[src/rtl/mips_muldiv_pkg.sv]
// mips_muldiv_pkg: shared types and constants for the MIPS multiply/divide unit.
//   muldiv_op_e : operation codes carried on op_i (values 6 and 7 are reserved)
//   state_e     : sequencer states
//   ITERS       : iterations per multiply/divide (one result bit per cycle)
package mips_muldiv_pkg;

  typedef enum logic [2:0] {
    OpMult  = 3'd0,
    OpMultu = 3'd1,
    OpDiv   = 3'd2,
    OpDivu  = 3'd3,
    OpMthi  = 3'd4,
    OpMtlo  = 3'd5
  } muldiv_op_e;

  typedef enum logic [1:0] {
    StIdle,
    StRun,
    StFix
  } state_e;

  localparam int unsigned ITERS = 32;
  localparam int unsigned CntW  = $clog2(ITERS);

endpackage

[src/rtl/mips_muldiv_if.sv]
// mips_muldiv_if: issue/result bundle between the core (master) and the muldiv unit (slave).
//   start_i    issue strobe, sampled only while busy_o=0
//   op_i       operation code (muldiv_op_e encoding; 6/7 reserved)
//   rs_data_i  operand A (multiplicand/dividend, MTHI/MTLO source)
//   rt_data_i  operand B (multiplier/divisor)
//   busy_o     operation in flight
//   done_o     one-cycle pulse after HI/LO were written by a multiply/divide
//   hi_o/lo_o  architectural HI/LO
interface mips_muldiv_if #(
  parameter int unsigned WIDTH = 32
) ();

  logic             start_i;
  logic [2:0]       op_i;
  logic [WIDTH-1:0] rs_data_i;
  logic [WIDTH-1:0] rt_data_i;
  logic             busy_o;
  logic             done_o;
  logic [WIDTH-1:0] hi_o;
  logic [WIDTH-1:0] lo_o;

  modport master (
    output start_i, op_i, rs_data_i, rt_data_i,
    input  busy_o, done_o, hi_o, lo_o
  );

  modport slave (
    input  start_i, op_i, rs_data_i, rt_data_i,
    output busy_o, done_o, hi_o, lo_o
  );

endinterface

[src/rtl/mips_muldiv_abs.sv]
// mips_muldiv_abs: combinational conditional two's-complement negate.
//   value_i  input value
//   neg_i    1: output -value_i, 0: output value_i unchanged
//   value_o  result
module mips_muldiv_abs #(
  parameter int unsigned Width = 32
) (
  input  logic [Width-1:0] value_i,
  input  logic             neg_i,
  output logic [Width-1:0] value_o
);

  always_comb begin
    value_o = value_i;
    if (neg_i) begin
      value_o = ~value_i + Width'(1);
    end
  end

endmodule

[src/rtl/mips_muldiv.sv]
// mips_muldiv: iterative multiply/divide unit owning the MIPS HI/LO registers.
//   clk_i  clock, rising edge
//   rst_i  synchronous active-high reset
//   bus    mips_muldiv_if slave port (issue, busy/done, HI/LO)
// Multiply is radix-2 shift-add, divide is restoring shift-subtract, both on unsigned
// magnitudes; the sign is restored in a single FIX cycle.
module mips_muldiv
  import mips_muldiv_pkg::*;
#(
  parameter int unsigned WIDTH = 32
) (
  input logic            clk_i,
  input logic            rst_i,
  mips_muldiv_if.slave   bus
);

  localparam logic [CntW-1:0] CntLast = CntW'(ITERS - 1);

  state_e             state_q, state_d;
  logic [CntW-1:0]    cnt_q, cnt_d;
  logic [WIDTH-1:0]   a_q, a_d;        // multiplicand, or dividend shifting out MSB-first
  logic [WIDTH-1:0]   b_q, b_d;        // multiplier shifting out LSB-first, or divisor
  logic [2*WIDTH-1:0] acc_q, acc_d;    // product, or {remainder, quotient}
  logic               is_div_q, is_div_d;
  logic               neg_res_q, neg_res_d;  // negate product / quotient in FIX
  logic               neg_rem_q, neg_rem_d;  // negate remainder in FIX
  logic [WIDTH-1:0]   hi_q, hi_d;
  logic [WIDTH-1:0]   lo_q, lo_d;
  logic               done_q, done_d;

  // Issue decode
  logic             op_muldiv, op_signed, op_is_div, sign_a, sign_b;
  logic [WIDTH-1:0] a_abs, b_abs;

  assign op_muldiv = (bus.op_i == OpMult) || (bus.op_i == OpMultu) ||
                     (bus.op_i == OpDiv)  || (bus.op_i == OpDivu);
  assign op_signed = (bus.op_i == OpMult) || (bus.op_i == OpDiv);
  assign op_is_div = (bus.op_i == OpDiv)  || (bus.op_i == OpDivu);
  assign sign_a    = op_signed & bus.rs_data_i[WIDTH-1];
  assign sign_b    = op_signed & bus.rt_data_i[WIDTH-1];

  mips_muldiv_abs #(.Width(WIDTH)) u_abs_a (
    .value_i (bus.rs_data_i),
    .neg_i   (sign_a),
    .value_o (a_abs)
  );

  mips_muldiv_abs #(.Width(WIDTH)) u_abs_b (
    .value_i (bus.rt_data_i),
    .neg_i   (sign_b),
    .value_o (b_abs)
  );

  // Sign correction applied in FIX
  logic [2*WIDTH-1:0] prod_fix;
  logic [WIDTH-1:0]   quo_fix, rem_fix;

  mips_muldiv_abs #(.Width(2 * WIDTH)) u_fix_prod (
    .value_i (acc_q),
    .neg_i   (neg_res_q),
    .value_o (prod_fix)
  );

  mips_muldiv_abs #(.Width(WIDTH)) u_fix_quo (
    .value_i (acc_q[WIDTH-1:0]),
    .neg_i   (neg_res_q),
    .value_o (quo_fix)
  );

  mips_muldiv_abs #(.Width(WIDTH)) u_fix_rem (
    .value_i (acc_q[2*WIDTH-1:WIDTH]),
    .neg_i   (neg_rem_q),
    .value_o (rem_fix)
  );

  // One iteration of each algorithm
  logic [WIDTH:0] mul_sum, div_rem_sh, div_diff;

  always_comb begin
    mul_sum    = {1'b0, acc_q[2*WIDTH-1:WIDTH]} + (b_q[0] ? {1'b0, a_q} : '0);
    div_rem_sh = {acc_q[2*WIDTH-1:WIDTH], a_q[WIDTH-1]};
    // remainder < divisor, so bit WIDTH of the difference is a clean borrow flag
    div_diff   = div_rem_sh - {1'b0, b_q};
  end

  always_comb begin
    state_d   = state_q;
    cnt_d     = cnt_q;
    a_d       = a_q;
    b_d       = b_q;
    acc_d     = acc_q;
    is_div_d  = is_div_q;
    neg_res_d = neg_res_q;
    neg_rem_d = neg_rem_q;
    hi_d      = hi_q;
    lo_d      = lo_q;
    done_d    = 1'b0;

    unique case (state_q)
      StIdle: begin
        if (bus.start_i) begin
          if (bus.op_i == OpMthi) begin
            hi_d = bus.rs_data_i;
          end else if (bus.op_i == OpMtlo) begin
            lo_d = bus.rs_data_i;
          end else if (op_muldiv) begin
            a_d       = a_abs;
            b_d       = b_abs;
            acc_d     = '0;
            cnt_d     = '0;
            is_div_d  = op_is_div;
            // Divide by zero keeps the all-ones quotient regardless of operand signs
            neg_res_d = (sign_a ^ sign_b) & ~(op_is_div & (bus.rt_data_i == '0));
            neg_rem_d = sign_a;
            state_d   = StRun;
          end
        end
      end

      StRun: begin
        if (is_div_q) begin
          a_d = a_q << 1;
          if (div_diff[WIDTH]) begin
            acc_d = {div_rem_sh[WIDTH-1:0], acc_q[WIDTH-2:0], 1'b0};
          end else begin
            acc_d = {div_diff[WIDTH-1:0], acc_q[WIDTH-2:0], 1'b1};
          end
        end else begin
          b_d   = b_q >> 1;
          acc_d = {mul_sum, acc_q[WIDTH-1:1]};
        end
        cnt_d = cnt_q + CntW'(1);
        if (cnt_q == CntLast) begin
          state_d = StFix;
        end
      end

      StFix: begin
        if (is_div_q) begin
          hi_d = rem_fix;
          lo_d = quo_fix;
        end else begin
          {hi_d, lo_d} = prod_fix;
        end
        done_d  = 1'b1;
        state_d = StIdle;
      end

      default: state_d = StIdle;
    endcase
  end

  always_ff @(posedge clk_i) begin
    if (rst_i) begin
      state_q   <= StIdle;
      cnt_q     <= '0;
      a_q       <= '0;
      b_q       <= '0;
      acc_q     <= '0;
      is_div_q  <= 1'b0;
      neg_res_q <= 1'b0;
      neg_rem_q <= 1'b0;
      hi_q      <= '0;
      lo_q      <= '0;
      done_q    <= 1'b0;
    end else begin
      state_q   <= state_d;
      cnt_q     <= cnt_d;
      a_q       <= a_d;
      b_q       <= b_d;
      acc_q     <= acc_d;
      is_div_q  <= is_div_d;
      neg_res_q <= neg_res_d;
      neg_rem_q <= neg_rem_d;
      hi_q      <= hi_d;
      lo_q      <= lo_d;
      done_q    <= done_d;
    end
  end

  assign bus.busy_o = (state_q != StIdle);
  assign bus.done_o = done_q;
  assign bus.hi_o   = hi_q;
  assign bus.lo_o   = lo_q;

endmodule

[src/flat_wrapper.sv]
// flat-port wrapper written by rule: the top's interface ports become plain ports
module mips_muldiv_flat import mips_muldiv_pkg::*;
#(
  parameter int unsigned WIDTH = 32
)
  (clk_i, rst_i, bus_start_i, bus_op_i, bus_rs_data_i, bus_rt_data_i, bus_busy_o, bus_done_o, bus_hi_o, bus_lo_o);
  mips_muldiv_if #(.WIDTH(WIDTH)) bus_i ();
  input logic clk_i;
  input logic rst_i;
  input wire logic [$bits(bus_i.start_i)-1:0] bus_start_i;
  input wire logic [$bits(bus_i.op_i)-1:0] bus_op_i;
  input wire logic [$bits(bus_i.rs_data_i)-1:0] bus_rs_data_i;
  input wire logic [$bits(bus_i.rt_data_i)-1:0] bus_rt_data_i;
  output wire logic [$bits(bus_i.busy_o)-1:0] bus_busy_o;
  output wire logic [$bits(bus_i.done_o)-1:0] bus_done_o;
  output wire logic [$bits(bus_i.hi_o)-1:0] bus_hi_o;
  output wire logic [$bits(bus_i.lo_o)-1:0] bus_lo_o;
  assign bus_i.start_i = bus_start_i;
  assign bus_i.op_i = bus_op_i;
  assign bus_i.rs_data_i = bus_rs_data_i;
  assign bus_i.rt_data_i = bus_rt_data_i;
  assign bus_busy_o = bus_i.busy_o;
  assign bus_done_o = bus_i.done_o;
  assign bus_hi_o = bus_i.hi_o;
  assign bus_lo_o = bus_i.lo_o;
  mips_muldiv #(.WIDTH(WIDTH)) u_core (.clk_i(clk_i), .rst_i(rst_i), .bus(bus_i));
endmodule
[config.mk]
export PLATFORM = sky130hd
export DESIGN_NAME = mips_muldiv_flat
export DESIGN_NICKNAME = d
export VERILOG_FILES = /design/src/rtl/mips_muldiv_pkg.sv /design/src/rtl/mips_muldiv_if.sv /design/src/rtl/mips_muldiv_abs.sv /design/src/rtl/mips_muldiv.sv /design/src/flat_wrapper.sv
export SDC_FILE = /design/constraint.sdc
export NUM_CORES = 1
export LEC_CHECK = 0
export ABC_AREA = 1
export CORE_AREA = 3 3 251 253
export DETAILED_ROUTE_END_ITERATION = 16
export DIE_AREA = 0 0 254 256
export PLACE_DENSITY_LB_ADDON = 0.12
export SLEW_MARGIN = 20
export SYNTH_ARGS = -nofsm -noshare
export SYNTH_HDL_FRONTEND = slang
export SYNTH_SLANG_ARGS = --single-unit
[constraint.sdc]
create_clock -name clk_i -period 4.05 [get_ports clk_i]
set_input_delay 0.81 -clock clk_i [delete_from_list [all_inputs] [get_ports clk_i]]
set_output_delay 0.81 -clock clk_i [all_outputs]
set_load 0.03 [all_outputs]
=== Word-level counts from Yosys, hierarchy flattened ===
Cells that the tools add are included.

* Flip-flop bits (word level): 203
* Bits in latches: 0
* RAM bits: 0
* Bits in read-only memories: 0
* Output and inout bits: 66
* Memories kept: 0

* Add/sub/neg operators: 8
* Multiply operators: 0
* Div/mod/pow operators: 0
* Magnitude comparators: 0
* Eq/ne operators: 17
* Shift-type cells: 0
* Multiplexer cells: 46
* Bitwise operators: 13
* Reductions and logical operators: 18

{| class="wikitable"
|+ Operator list
! kind !! number
|-
| $mux 32 || 22
|-
| $mux 64 || 7
|-
| $pmux 32 s2 || 4
|-
| $add 32x1->32 const B || 4
|-
| $not 32->32 || 4
|-
| $pmux 64 s2 || 1
|-
| $add 64x1->64 const B || 1
|-
| $not 64->64 || 1
|-
| $add 32x33->33 || 1
|-
| $sub 33x32->33 || 1
|-
| $logic_not 32->1 || 1
|-
| $mux 5 || 4
|-
| $reduce_and 5->1 || 3
|-
| $reduce_and 6->1 || 2
|-
| $mux 2 || 5
|-
| $ne 2x1->1 const B || 5
|-
| $pmux 5 s2 || 1
|-
| $ne 2x2->1 const B || 4
|-
| $eq 3x2->1 const B || 2
|-
| $eq 3x3->1 const B || 2
|-
| $reduce_bool 2->1 || 3
|-
| $add 5x1->5 const B || 1
|-
| $eq 5x5->1 const B || 1
|-
| $logic_or 1x1->1 || 5
|-
| 12 further kinds || 17
|}

=== Depth between registers and ports, before layout ===
Gate-level depths: netlist of the first run.

* Word-level depth: 9
* Mapped depth: 21
* Mapped depth without buffers: 20

=== Hierarchy ===
A second synthesis of the first run with hierarchy kept.

* Cells, all modules: 3992
* Area, all modules: 21871.0 µm²

{| class="wikitable"
|+ Modules (own cells, without submodules)
! module !! times used !! cells each !! area an instance (µm²) !! seq. area each (µm²)
|-
| mips_muldiv || 1 || 2586 || 14970.6 || 4063.9
|-
| mips_muldiv_abs at u_core.u_abs_a ... || 4 || 227 || 1108.6 || 0.0
|-
| mips_muldiv_abs at u_core.u_fix_prod || 1 || 498 || 2466.1 || 0.0
|}

=== Worst setup path after synthesis of the first run ===
OpenSTA, ideal clock, no wires.

* Path kind: reg-to-reg
* From: register u_core.b_q[0]
* To: register u_core.acc_q[55]
* Arrival time: 2.398 ns
* Data required time: 3.978 ns
* Slack: 1.580 ns
* Stages on the path, launching flop included: 18
* Path buffers: 1
* Period minus slack after synthesis: 2.470 ns
* Path through: dfxtp_1 clkbuf_1 nand2_1 inv_1 ha_1 inv_1 fa_1 inv_1 nand3_1 nand2_1 inv_1 o21ai_0 nand3_1 nand3_1 nand2_1 nand3_1 nand3_1 a21oi_1

* Word-level cells in the longest chain between the ends: 4
* Elaborated cells on any way between the ends: 6
* Those cells by class: add/sub: 2; mux: 4

{| class="wikitable"
|+ Ends and longest elaborated chain
! element !! line !! text
|-
| start, declared || mips_muldiv.sv:22 || <nowiki>logic [WIDTH-1:0] b_q, b_d;</nowiki>
|-
| start signal, assigned || mips_muldiv.sv:158 || <nowiki>b_q <= '0;</nowiki>
|-
| start signal, assigned || mips_muldiv.sv:170 || <nowiki>b_q <= b_d;</nowiki>
|-
| $mux 32 / $sub 33x32->33 (equally long branches) || mips_muldiv.sv:80, mips_muldiv.sv:83 ||
|-
| $add 32x33->33 / $mux 64 (equally long branches) || mips_muldiv.sv:80, mips_muldiv.sv:123 ||
|-
| $mux 64 * || mips_muldiv.sv:121 || <nowiki>if (is_div_q) begin</nowiki>
|-
| $pmux 64 s2 * || mips_muldiv.sv:99 || <nowiki>unique case (state_q)</nowiki>
|-
| end signal, assigned || mips_muldiv.sv:159 || <nowiki>acc_q <= '0;</nowiki>
|-
| end signal, assigned || mips_muldiv.sv:171 || <nowiki>acc_q <= acc_d;</nowiki>
|-
| end, declared || mips_muldiv.sv:23 || <nowiki>logic [2*WIDTH-1:0] acc_q, acc_d;</nowiki>
|}

Mark *: on every way between the ends. The rest lies on a longest branch, timed or not.
A chain may end at the register's enable or synchronous reset.

=== Worst setup path after layout of the first run ===
* From: register u_core.b_q[0]
* To: register u_core.acc_q[45]

The elaborated chain is that of the path after synthesis.

==> results.txt, run 1 <==
The flow ran to the end, and the final reports show no timing, DRC or antenna violations. The total area of multi-input combinational cells came out at 12000 µm². The power density over cell area is 423 nW/µm². The total global routing track utilization is 25.8%.

The final worst slack came out at 772 ps. The arrival time at the worst endpoint came out at 3780 ps. The capturing element type of the critical path is a flop. The total detailed-routing wirelength came out at 86.5 mm. Among all stages on the critical path, the largest delay is contributed by sky130_fd_sc_hd__o21ai_0. The fraction of the yosys area taken by sequential cells came out at 22.3%. The via density per instance came out at 5.24. In this run the worst path has a maximum fanout of 31. The number of buffer cells added on primary ports came out at 135.

The final count of pins violating max slew is 0. The adder and majority cell fraction of the synthesized area is 5.09%. Setup repair after global routing left no endpoint under its margin.

The number of buffers added by the clock tree synthesis step is 29. The slew at the pin with the worst max-slew slack is 1070 ps. The portion of synthesized area spent on multiplexers is 0%. The fraction of layout cells with a size suffix above 1 is 4.94%. The final number of hold-violating endpoints came out at 0. The ratio of final minimum period to clock period came out at 80.9%. The unique cell type count in the Yosys netlist is 54.

The clock tree buffer depth is 3. The combined area of all synthesized cells came out at 18200 µm². Leaving out fill and tap cells, the most frequent cell in the layout is sky130_fd_sc_hd__nand2_1. Summing all non-filler instances in the final layout gives an area of 21400 µm². The clock-pin slew reported for the worst setup and hold paths after clock tree synthesis came out at 50 ps. Setup violations remaining at the end of the flow were counted as 0. The final critical delay including setup and external delays is 3280 ps. The post-synthesis register bit count is 203. The fraction of the mapped netlist area in compound gates is 18.5%. Among all flip-flop cells after synthesis, the most frequent one is sky130_fd_sc_hd__dfxtp_1. The total of fill cells in the finished design is 6990. The clock sink total came out at 203. The setup path with the least slack is of type flop to flop. The pin count of the biggest net entering global routing came out at 74.

The cell count after synthesis is 3200. The post-CTS setup repair buffer count is 0. The detailed router finished its first iteration with 1918 violations. Once placement finished, the instance area stood at 20500 µm².

TritonCTS built the clock tree. The maximum single-stage delay on the critical path came out at 550 ps. The I/O pin total is 136.

The internal power contribution came out at 0.00485 W. The switching power as a share of total power is 46.3%. The post-synthesis net count is 3343.

The power share of the clock group is 26.9%. For the worst setup path, the data required time is 4550 ps. After synthesis, the largest family of logic cells by area is simple AND/OR/NAND/NOR gates. The depth of the worst register-to-register path is 14. In this run the core area contains 91 standard-cell rows. Counting tap cells, the placed design contains a total of 4060 instances.

The count of hold buffers inserted by post-cts repair came out at 0. The die is 254 µm wide. The worst setup path is launched from a flop. The detailed-router iteration count before antenna repair is 6.

The static leakage power is 10.1 nW. The share of total power dissipated in sequential elements is 26.2%. The count of non-filler cells in the finished layout is 4110.

The area overhead of the layout relative to synthesis is 17.1%. The average instance in the mapped netlist occupies 5.70 µm². In the layout the commonest cells are sky130_fd_sc_hd__nand2_1, sky130_fd_sc_hd__inv_1, sky130_fd_sc_hd__nor2_1. The max-capacitance violation count is 0. The number of enable-type register cells in the synthesized netlist is 0.

Of the post-synthesis cell area, the dominant cell type holds 22.3%. After legalization and detailed placement, the total HPWL measured 68.9 mm. The synthesized netlist devotes 2.98% of its cell area to XOR and XNOR gates.

Ranked by total cell area, the synthesized netlist is headed by sky130_fd_sc_hd__dfxtp_1, sky130_fd_sc_hd__nand2_1, sky130_fd_sc_hd__inv_1, sky130_fd_sc_hd__nor2_1, sky130_fd_sc_hd__a21oi_1. The area enclosed by the die boundary came out at 65000 µm². Across the VDD grid, the largest voltage drop is 0.280 mV. The end of the worst register-to-register path is u_core.acc_q[45]. The worst-skew pair later-pin latency came out at 580 ps. Derived from the worst setup path, the maximum achievable clock frequency is 305 MHz.

The first global-routing pass estimated 128 mm of wire. In this run the remaining antenna-violating nets after routing total 0. The count of vias placed by the detailed router came out at 21.5k. The count of unresolved DRC violations after routing is 0. The switching power of the nets is 0.00419 W.

The number of cells traversed by the worst hold path came out at 2. The via count of the first global-routing pass came out at 20.2k. The final clock skew came out at 24.1 ps.

The fraction of synthesis flops using an asynchronous set or reset pin is 0%. By instance count, the cell type seen most on the critical path is sky130_fd_sc_hd__nand2_1. The height of the die came out at 256 µm. The remaining global-route overflow came out at 0. The setup total negative slack is 0 ps.

The core outline area came out at 61300 µm². The H-tree level count came out at 1. The routability congestion estimate came out at 0.968. In this run the worst hold path is classified as flop to flop. The worst hold path terminates at u_core.b_q[6].

The basic-gate share of the synthesized area counting and, or, nand and nor cells came out at 39.3%. The worst hold path startpoint is u_core.b_q[6]. Measured against its own limit, the worst slew margin works out to 28.6%. The launch point of the worst reg-to-reg path is u_core.b_q[0]. Traced cell by cell, the critical path runs through buf_4 > nand2_1 > fa_1 > inv_1 > nand3_1 > nand2_1 > nand2_1 > nand2_1 > nand3_1 > nand2_1 > nor2_1 > o21ai_0 > nand3_1 > nand2_1.

Timing analysis after detailed placement gives a worst setup slack of 592 ps. The worst register-to-register path has a setup slack of 770 ps. Summing all flip-flop and latch instances after layout gives 4060 µm². Combinational logic burns 47.0% of the power. The Yosys step of the flow raised 0 warnings.

The count of antenna diodes in the layout is 0. The post-layout net count is 3444. The post-cts sizing count came out at 0.

The wire length per cell came out at 21.1 µm. The leading area contributor after synthesis is sky130_fd_sc_hd__dfxtp_1. The initial antenna violation count came out at 1.

The effective utilization at floorplan is 29.8%. The clock tree root driver cell is sky130_fd_sc_hd__clkbuf_16. The worst hold-check slack is 463 ps.
==> power by group through the flow <==
stage / clock (W) / combinational, W / sequential [W]
CTS: 0.00248 / 0.00420 / 0.00236
global placement: 0 / 0.00417 / 0.00240
finish: 0.00243 / 0.00425 / 0.00237
detailed placement: 0 / 0.00418 / 0.00240
floorplan: 0 / 0.00280 / 0.00240
global route: 0.00256 / 0.00470 / 0.00238
==> stage by stage <==
| stage | utilization, % | power [W] |
|---|---|---|
| final | 34.9 | 0.00904 |
| after global routing | 34.9 | 0.00964 |
| after CTS | 34.9 | 0.00905 |
| after detailed placement | 33.4 | 0.00658 |
| after global placement | 33.4 | 0.00658 |
| after floorplan | - | 0.00521 |
==> cells by family after synthesis <==
| logic type | Yosys count |
|---|---|
| buf+inv | 556 |
| flops | 203 |
| fa+ha+maj | 73 |
| compound gates | 608 |
| xor+xnor | 62 |
| simple gates | 1698 |
==> area by class of cell <==
class	count	share of cell area, %
timing repair buffer	189	8.21
multi-input combinational	2441	56.3
clock inverter	7	0.217
tap	790	4.63
inverter	437	7.68
sequential	203	19.0
clock buffer	43	3.97
==> sequential cells by signal, summed over array words and instances, names as in the netlist <==
| register | cells |
|---|---|
| u_core.a_q | 32 |
| u_core.acc_q | 64 |
| u_core.state_q | 2 |
| u_core.bus.done_o | 1 |
| u_core.bus.lo_o | 32 |
| u_core.bus.hi_o | 32 |
| u_core.neg_res_q | 1 |
| u_core.cnt_q | 5 |
| u_core.b_q | 32 |
| u_core.neg_rem_q | 1 |
| u_core.is_div_q | 1 |
==> critical path, delay by kind of cell, from the launching register on <==
| kind | cells | cell delay (ps) |
|---|---|---|
| buffers and inverters | 2 | 520 |
| adders and majority gates | 1 | 410 |
| AOI/OAI and AO/OA | 1 | 550 |
| and+or+nand+nor | 10 | 1200 |
| DFF | 1 | 510 |
==> per-layer routing <==
layer  up-vias  track usage (%)  part of all wire (%)
li1      10600                -                     -
met1     10100             35.5                    45
met2       694             41.3                    45
met3       121             3.53                   6.1
met4         0             9.02                   3.8
met5         -                0                     0
==> worst max path at each step <==
stage | end | slack (ps) | cells after the start | startpoint
floorplan | u_core.acc_q[55] | 1580 | 17 | u_core.b_q[0]
global placement | u_core.a_q[4] | 610 | 11 | bus_start_i
detailed placement | u_core.a_q[4] | 590 | 11 | bus_start_i
CTS | u_core.acc_q[45] | 820 | 14 | u_core.b_q[0]
global route | u_core.acc_q[63] | 440 | 14 | u_core.b_q[0]
finish | u_core.acc_q[45] | 770 | 14 | u_core.b_q[0]
==> cell usage after synthesis, types with 8 or more instances <==
cell type	n
sky130_fd_sc_hd__or2_2	11
sky130_fd_sc_hd__a21oi_1	275
sky130_fd_sc_hd__a31oi_1	16
sky130_fd_sc_hd__dfxtp_1	203
sky130_fd_sc_hd__nor2_1	405
sky130_fd_sc_hd__ha_1	71
sky130_fd_sc_hd__nor3_1	39
sky130_fd_sc_hd__o21bai_1	9
sky130_fd_sc_hd__nand4_1	37
sky130_fd_sc_hd__o211ai_1	29
sky130_fd_sc_hd__nand2_1	882
sky130_fd_sc_hd__nand3_2	11
sky130_fd_sc_hd__nor4_1	9
sky130_fd_sc_hd__nand3_1	258
sky130_fd_sc_hd__inv_1	428
sky130_fd_sc_hd__nand3b_1	14
sky130_fd_sc_hd__clkbuf_1	82
sky130_fd_sc_hd__o221ai_1	11
sky130_fd_sc_hd__o22ai_1	34
sky130_fd_sc_hd__a32o_1	8
sky130_fd_sc_hd__xor2_1	49
sky130_fd_sc_hd__xnor2_1	13
sky130_fd_sc_hd__nand2_4	8
sky130_fd_sc_hd__buf_2	17
sky130_fd_sc_hd__buf_1	14
sky130_fd_sc_hd__a21oi_2	9
sky130_fd_sc_hd__o21ai_0	193
(Power assumes the default switching activity.)
==> inputs of run 2 (changes only) <==
Clock period 4.05 ns to 3.4 ns, I/O delays scaled along.
==> run 2 against run 1 <==
Net effect:
- final cell count is 0.49% higher
- wire length is 2.3% higher
- clock power grew 27%
- sequential share of layout area down 0.21 points
- first-iteration DRC count decreased by 3.7%
- total power rose by 22%
- non-clock buffer count up 22
- critical path type unchanged
- largest cell class unchanged
==> results.txt, run 2 (synthesized netlist as in run 1, its figures left out) <==
The final clock skew came out at 21.7 ps. The number of DRC markers after the initial detailed-route iteration came out at 1847. The number of buffer cells added on primary ports is 135.

The max-capacitance violation count came out at 0. The initial antenna violation count is 0. The total cell area at the placement stage came out at 20700 µm². The static leakage power came out at 10.2 nW.

The final count of negative-setup-slack endpoints came out at 0. The required time reported for the critical path endpoint came out at 3900 ps. The ratio of final minimum period to clock period came out at 88.8%.

The register with the most flip-flops in the final layout is u_core.acc_q. The routed design could run at a clock period as short as 3020 ps. The die is 254 µm wide. The detailed-router iteration count before antenna repair is 6. The design area came out at 21600 µm².

The worst-skew pair later-pin latency came out at 590 ps. For this configuration, the core starts out at a cell density of 29.8%. The worst hold-check slack came out at 462 ps. The post-cts sizing count came out at 0. The clock sink total came out at 203. The slowest stage of the critical path is the sky130_fd_sc_hd__dfxtp_1 cell. The area enclosed by the die boundary is 65000 µm². The routability congestion estimate came out at 0.985. The number of stages on the worst setup path came out at 15. Among the stages of the critical path, the cell type that occurs most often is sky130_fd_sc_hd__nand2_1. The count of vias placed by the detailed router came out at 21.8k.

The post-layout net count is 3464. The number of flip-flops under the largest register name came out at 64. The family with the most delay on the worst path is compound AO/OA/AOI/OAI gates. The arrival time at the worst endpoint came out at 3530 ps. The flow ran to the end, and the final reports show no timing, DRC or antenna violations.

The HPWL after detailed placement is 70.5 mm. The critical path buffer and inverter count is 2. In this run the remaining antenna-violating nets after routing total 0. In the layout the commonest cells are sky130_fd_sc_hd__nand2_1, sky130_fd_sc_hd__inv_1, sky130_fd_sc_hd__nor2_1.

The total area inside the core boundary comes to 61300 µm². The global-route wire length before repair came out at 131 mm. For the pin with the worst max-slew slack, the measured transition is 1050 ps. Dividing the detail-routed via count by the number of cells gives 5.27. The via count of the first global-routing pass was 20.7k. The critical path is of the flop to flop type. The count of antenna diodes in the layout came out at 0.

Timing would allow up to 331 MHz. Dividing the detail-routed wire length by the instance count gives 21.4 µm. The post-route netlist has 5.66% of its cells at a drive strength greater than 1. TritonCTS built the clock tree. The relative max-transition margin is 29.6%. The clock tree buffer depth is 3. Of all nets on the critical path, the largest fanout is 30. The I/O pin total is 136. The final count of pins violating max slew is 0.

The worst ir drop on vdd came out at 0.371 mV. Setup repair after global routing left no endpoint under its margin. The total global routing track utilization came out at 26.4%. The worst setup path is captured at a flop. Counting instances, the worst hold path has a depth of 2. Traced cell by cell, the critical path runs through buf_4 > nand2_1 > inv_1 > ha_1 > a21oi_1 > o21ai_0 > nand2_1 > nand2_1 > a21oi_1 > nand3_1 > nand2_1 > nor2_1 > nor2_1 > nand2_1 > a21oi_2.

For this run, design rule violations remaining after detail routing come to 0. Setup total negative slack on the finished layout was measured at 0 ps. The library cell used most frequently in the layout, excluding fill and tap cells, is sky130_fd_sc_hd__nand2_1.

The total detailed-routing wirelength is 88.5 mm. The cell row count came out at 91. The power density over cell area is 510 nW/µm². After clock tree synthesis, the clock-pin slew on the worst setup and hold paths is 60 ps. The pin count of the biggest net entering global routing came out at 139.

The depth of the worst register-to-register path is 15. The final number of hold-violating endpoints came to 0. The number of setup buffers added after CTS is 0.

In this run, CTS created clock tree buffers numbering 27. In this design, the stage delay of the slowest critical-path cell is 440 ps. The worst setup path is launched from a flop. The area overhead of the layout relative to synthesis is 18.5%. The root buffer cell chosen for the clock tree is sky130_fd_sc_hd__clkbuf_16.

The count of hold buffers inserted by post-cts repair is 0. Summed over all layers, the global routing overflow is 0. The min-delay analysis places its worst path in the category flop to flop. In this run the number of H-tree levels came out at 1. The height of the die is 256 µm.
-- run 2: cell types whose count changed in the layout (fill, tap and decap cells not counted) --
cell | before | now
sky130_fd_sc_hd__buf_12 | 0 | 3
sky130_fd_sc_hd__buf_4 | 55 | 74
sky130_fd_sc_hd__bufinv_16 | 0 | 4
sky130_fd_sc_hd__clkbuf_1 | 7 | 2
sky130_fd_sc_hd__clkbuf_16 | 29 | 27
sky130_fd_sc_hd__clkbuf_8 | 7 | 4
sky130_fd_sc_hd__clkinv_2 | 3 | 8
sky130_fd_sc_hd__clkinv_4 | 0 | 1
sky130_fd_sc_hd__clkinvlp_4 | 3 | 1
sky130_fd_sc_hd__inv_16 | 0 | 1
sky130_fd_sc_hd__inv_6 | 1 | 0
-- run 2: worst min-delay path, stage by stage, from the launching register on --
cell and delay (ps):
sky130_fd_sc_hd__dfxtp_1 300, sky130_fd_sc_hd__nand2_1 60, sky130_fd_sc_hd__a21oi_1 50
-- run 2: final timing paths --
path,from,end,slack [ps]
max,u_core.b_q[0],u_core.acc_q[58],380
min,u_core.b_q[31],u_core.b_q[31],460
max reg2reg,u_core.b_q[0],u_core.acc_q[58],380
min reg2reg,u_core.b_q[31],u_core.b_q[31],460
-- run 2: where the power goes --
part | leakage (nW) | total (W) | internal [W] | switching (W)
combinational | 8.10 | 0.00512 | 0.00154 | 0.00358
clock | 0.466 | 0.00309 | 0.00185 | 0.00124
sequential | 1.65 | 0.00280 | 0.00259 | 0.000209
total | 10.2 | 0.0110 | 0.00598 | 0.00503
-- run 2: per-stage QoR --
| stage | utilization [%] | setup WS, ps | power, W | instances |
|---|---|---|---|---|
| after floorplan | - | 930 | 0.00620 | 3200 |
| after global placement | 33.7 | 121 | 0.00791 | 4082 |
| after detailed placement | 33.7 | 200 | 0.00791 | 4082 |
| after CTS | 35.3 | 420 | 0.0110 | 4130 |
| after global routing | 35.3 | 97.5 | 0.0117 | 4130 |
| final | 35.3 | 380 | 0.0110 | 4130 |
-- run 2: layer usage --
metal	share of wire [%]	routed length [µm]	track usage (%)
met3	4.9	4330	2.41
met2	46	40400	43.4
met5	0	0	0
met4	3.5	3070	7.98
met1	46	40700	36.6
-- run 2: final cells by class --
| type | count | area [µm²] |
|---|---|---|
| fill | 6894 | 39700 |
| sequential | 203 | 4060 |
| clock inverter | 15 | 196 |
| multi-input combinational | 2441 | 12000 |
| tap | 790 | 988 |
| timing repair buffer | 211 | 1960 |
| clock buffer | 33 | 738 |
| inverter | 437 | 1640 |
==> inputs of run 3 (changes only) <==
Settings changed: CELL_PAD_IN_SITES_DETAIL_PLACEMENT from default to 2, CELL_PAD_IN_SITES_GLOBAL_PLACEMENT from default to 2.
==> run 3 against run 2 <==
Net effect:
- critical path depth fell by 3
- global-route usage rose by 4.3 points
- first-iteration DRC count fell by 5.7%
- register-to-register slack got worse by 170 ps
- final cell count barely moved
- count of clock-buffer cells in the layout rose by 6
- critical path type unchanged
- largest power group unchanged
- highest routed layer is now met5
==> results.txt, run 3 (synthesized netlist as in run 1, its figures left out) <==
The flow ran to the end, and the final reports show no timing, DRC or antenna violations. For this configuration, the core starts out at a cell density of 29.8%. Buffers added to address setup during post-CTS repair amount to 0. The number of flip-flops under the largest register name came out at 64. The signal on the critical path passes through inv_1 > ha_1 > nand3_1 > nor2_2 > nand2_1 > nor2_1 > nor2_1 > nor2_4 > inv_1 > o21ai_0 > nand3_1 > a31oi_1. The global-route wire length before repair came out at 152 mm. The worst ir drop on vdd came out at 0.455 mV. The initial antenna violation count came out at 6. The required time reported for the critical path endpoint is 3940 ps. Of the available clock period, the critical path in the final layout requires 93.8%. The final count of negative-setup-slack endpoints is 0.

The number of routed nets with antenna violations came out at 0. The number of DRC markers after the initial detailed-route iteration is 1742. The static leakage power came out at 10.2 nW.

The via density per instance is 5.49. Data on the critical path arrives at its endpoint at 3730 ps. The top cell types in the final layout, fill and taps aside, are sky130_fd_sc_hd__nand2_1, sky130_fd_sc_hd__inv_1, sky130_fd_sc_hd__nor2_1.

The leading cell type in the layout, fill and taps excluded is sky130_fd_sc_hd__nand2_1. For the worst-skew pair, the clock arrives at the later sink with an insertion delay of 620 ps. The area overhead of the layout relative to synthesis is 18.7%. For this block, the routed nets add up to 103 mm of wire. The min-delay analysis places its worst path in the category flop to flop. The achievable frequency came out at 314 MHz. The via count of the first global-routing pass was 23.5k. Dividing the detail-routed wire length by the instance count gives 24.8 µm. Clock-pin slew was measured on the worst setup and hold paths at 60 ps. The H-tree level count is 1. Setup repair after global routing left no endpoint under its margin. The core outline area is 61300 µm². The width of the chip came out at 254 µm. The cell with the largest stage delay on the worst path is sky130_fd_sc_hd__nor2_1. The HPWL after detailed placement came out at 83.4 mm. The total global routing track utilization is 30.8%.

The setup path with the least slack is of type flop to flop. The total overflow left after global routing is 0. The post-layout net count is 3466. Detailed routing inserted a total of 22.7k vias.

The routability congestion estimate is 0.926. The count of non-filler cells in the finished layout came out at 4129. The register with the most flip-flops is u_core.acc_q.

The detailed-router iteration count before antenna repair is 5. The total area of multi-input combinational cells came out at 12000 µm². The total of fill cells in the finished design is 7816. The register area came out at 4070 µm².

Clock tree synthesis found a total of 203 sinks. The max-capacitance violation count came out at 0. The number of buffer cells added on primary ports is 135. The repair_antennas step left the layout with diodes totalling 0. The slew at the pin with the worst max-slew slack came out at 961 ps.

The worst path needs 3190 ps of the cycle, external delays included. TritonCTS built the clock tree. The power density over cell area is 531 nW/µm². The number of buffers added by the clock tree synthesis step came out at 28. The maximum fanout count along the critical path came out at 7. The clock tree root driver cell is sky130_fd_sc_hd__clkbuf_16.

The height of the die is 256 µm. The longest clock path from root to sink contains 3 buffers. The fraction of layout cells with a size suffix above 1 is 5.57%. The family with the most delay on the worst path is simple AND/OR/NAND/NOR gates. The area enclosed by the die boundary came out at 65000 µm². The final number of hold-violating endpoints is 0. Between clock sinks in the finished design, the worst skew comes to 46.9 ps.

The setup total negative slack is 0 ps. Headroom to the max-slew limit came out at 35.9%. The I/O pin total came out at 136. The capturing element type of the critical path is a flop. The maximum single-stage delay on the critical path came out at 450 ps. The cell row count came out at 91.

The final count of pins violating max slew came out at 0. The worst setup path is launched from a flop. The count of unresolved DRC violations after routing came out at 0. The placed cell count came out at 4083. The critical path buffer and inverter count is 2. The pin count of the biggest net entering global routing came out at 84.
## run 3: changes by cell type in the layout (fill, tap and decap cells not counted), sizes merged
cell,before,now
clkinvlp,1,0
inv,437,436
clkbuf,33,39
clkinv,10,4
buf,77,78
## run 3: where the power goes
group | switching, W | internal [W]
combinational | 0.00394 | 0.00154
sequential | 0.000226 | 0.00260
clock | 0.00127 | 0.00191
## run 3: worst register-to-register path, stage by stage (launching register included)
cell	delay, ps
sky130_fd_sc_hd__dfxtp_1	330
sky130_fd_sc_hd__inv_1	180
sky130_fd_sc_hd__ha_1	250
sky130_fd_sc_hd__nand3_1	130
sky130_fd_sc_hd__nor2_2	210
sky130_fd_sc_hd__nand2_1	210
sky130_fd_sc_hd__nor2_1	450
sky130_fd_sc_hd__nor2_1	210
sky130_fd_sc_hd__nor2_4	270
sky130_fd_sc_hd__inv_1	170
sky130_fd_sc_hd__o21ai_0	190
sky130_fd_sc_hd__nand3_1	280
sky130_fd_sc_hd__a31oi_1	230
## run 3: repair_timing
| action | CTS | global route |
|---|---|---|
| endpoints found under the hold margin | 0 | 0 |
| resized for setup | 0 | 2 |
| hold buffers | 0 | 0 |
| endpoints found under the setup margin | 0 | 2 |
## run 3: worst paths after layout
check	to	slack [ps]	cells after the start	startpoint
setup / recovery	u_core.bus.lo_o[28]	210	12	u_core.acc_q[0]
hold / removal	u_core.bus.lo_o[19]	470	2	u_core.bus.lo_o[19]
setup reg to reg	u_core.bus.lo_o[28]	210	12	u_core.acc_q[0]
hold reg to reg	u_core.bus.lo_o[19]	470	2	u_core.bus.lo_o[19]
## run 3: final cells by class
| type | count | area share [%] |
|---|---|---|
| Clock buffer | 39 | 3.66 |
| Clock inverter | 7 | 0.740 |
| Inverter | 437 | 7.58 |
| Multi-Input combinational cell | 2441 | 55.6 |
| Sequential cell | 203 | 18.8 |
| Tap cell | 790 | 4.57 |
| Timing Repair Buffer | 212 | 9.10 |
## run 3: per-layer routing
| metal | wire (µm) | track usage (%) | part of all wire [%] |
|---|---|---|---|
| met2 | 44200 | 47.5 | 43 |
| met4 | 2360 | 6.20 | 2.3 |
| met3 | 6050 | 5.39 | 5.9 |
| met1 | 49900 | 44.6 | 49 |
| met5 | 11 | 0 | 0.011 |
## run 3: metrics by stage
stage | setup WS [ps] | cell area [µm²] | util, % | hold slack (ps) | total power [W]
finish | 212 | 21600 | 35.3 | 469 | 0.0115
global route | 79.3 | 21600 | 35.3 | 490 | 0.0122
CTS | 161 | 21600 | 35.3 | 472 | 0.0115
detailed placement | 151 | 20700 | 33.8 | 459 | 0.00824
floorplan | 930 | 18200 | - | 444 | 0.00620
global placement | 176 | 20700 | 33.8 | 452 | 0.00805
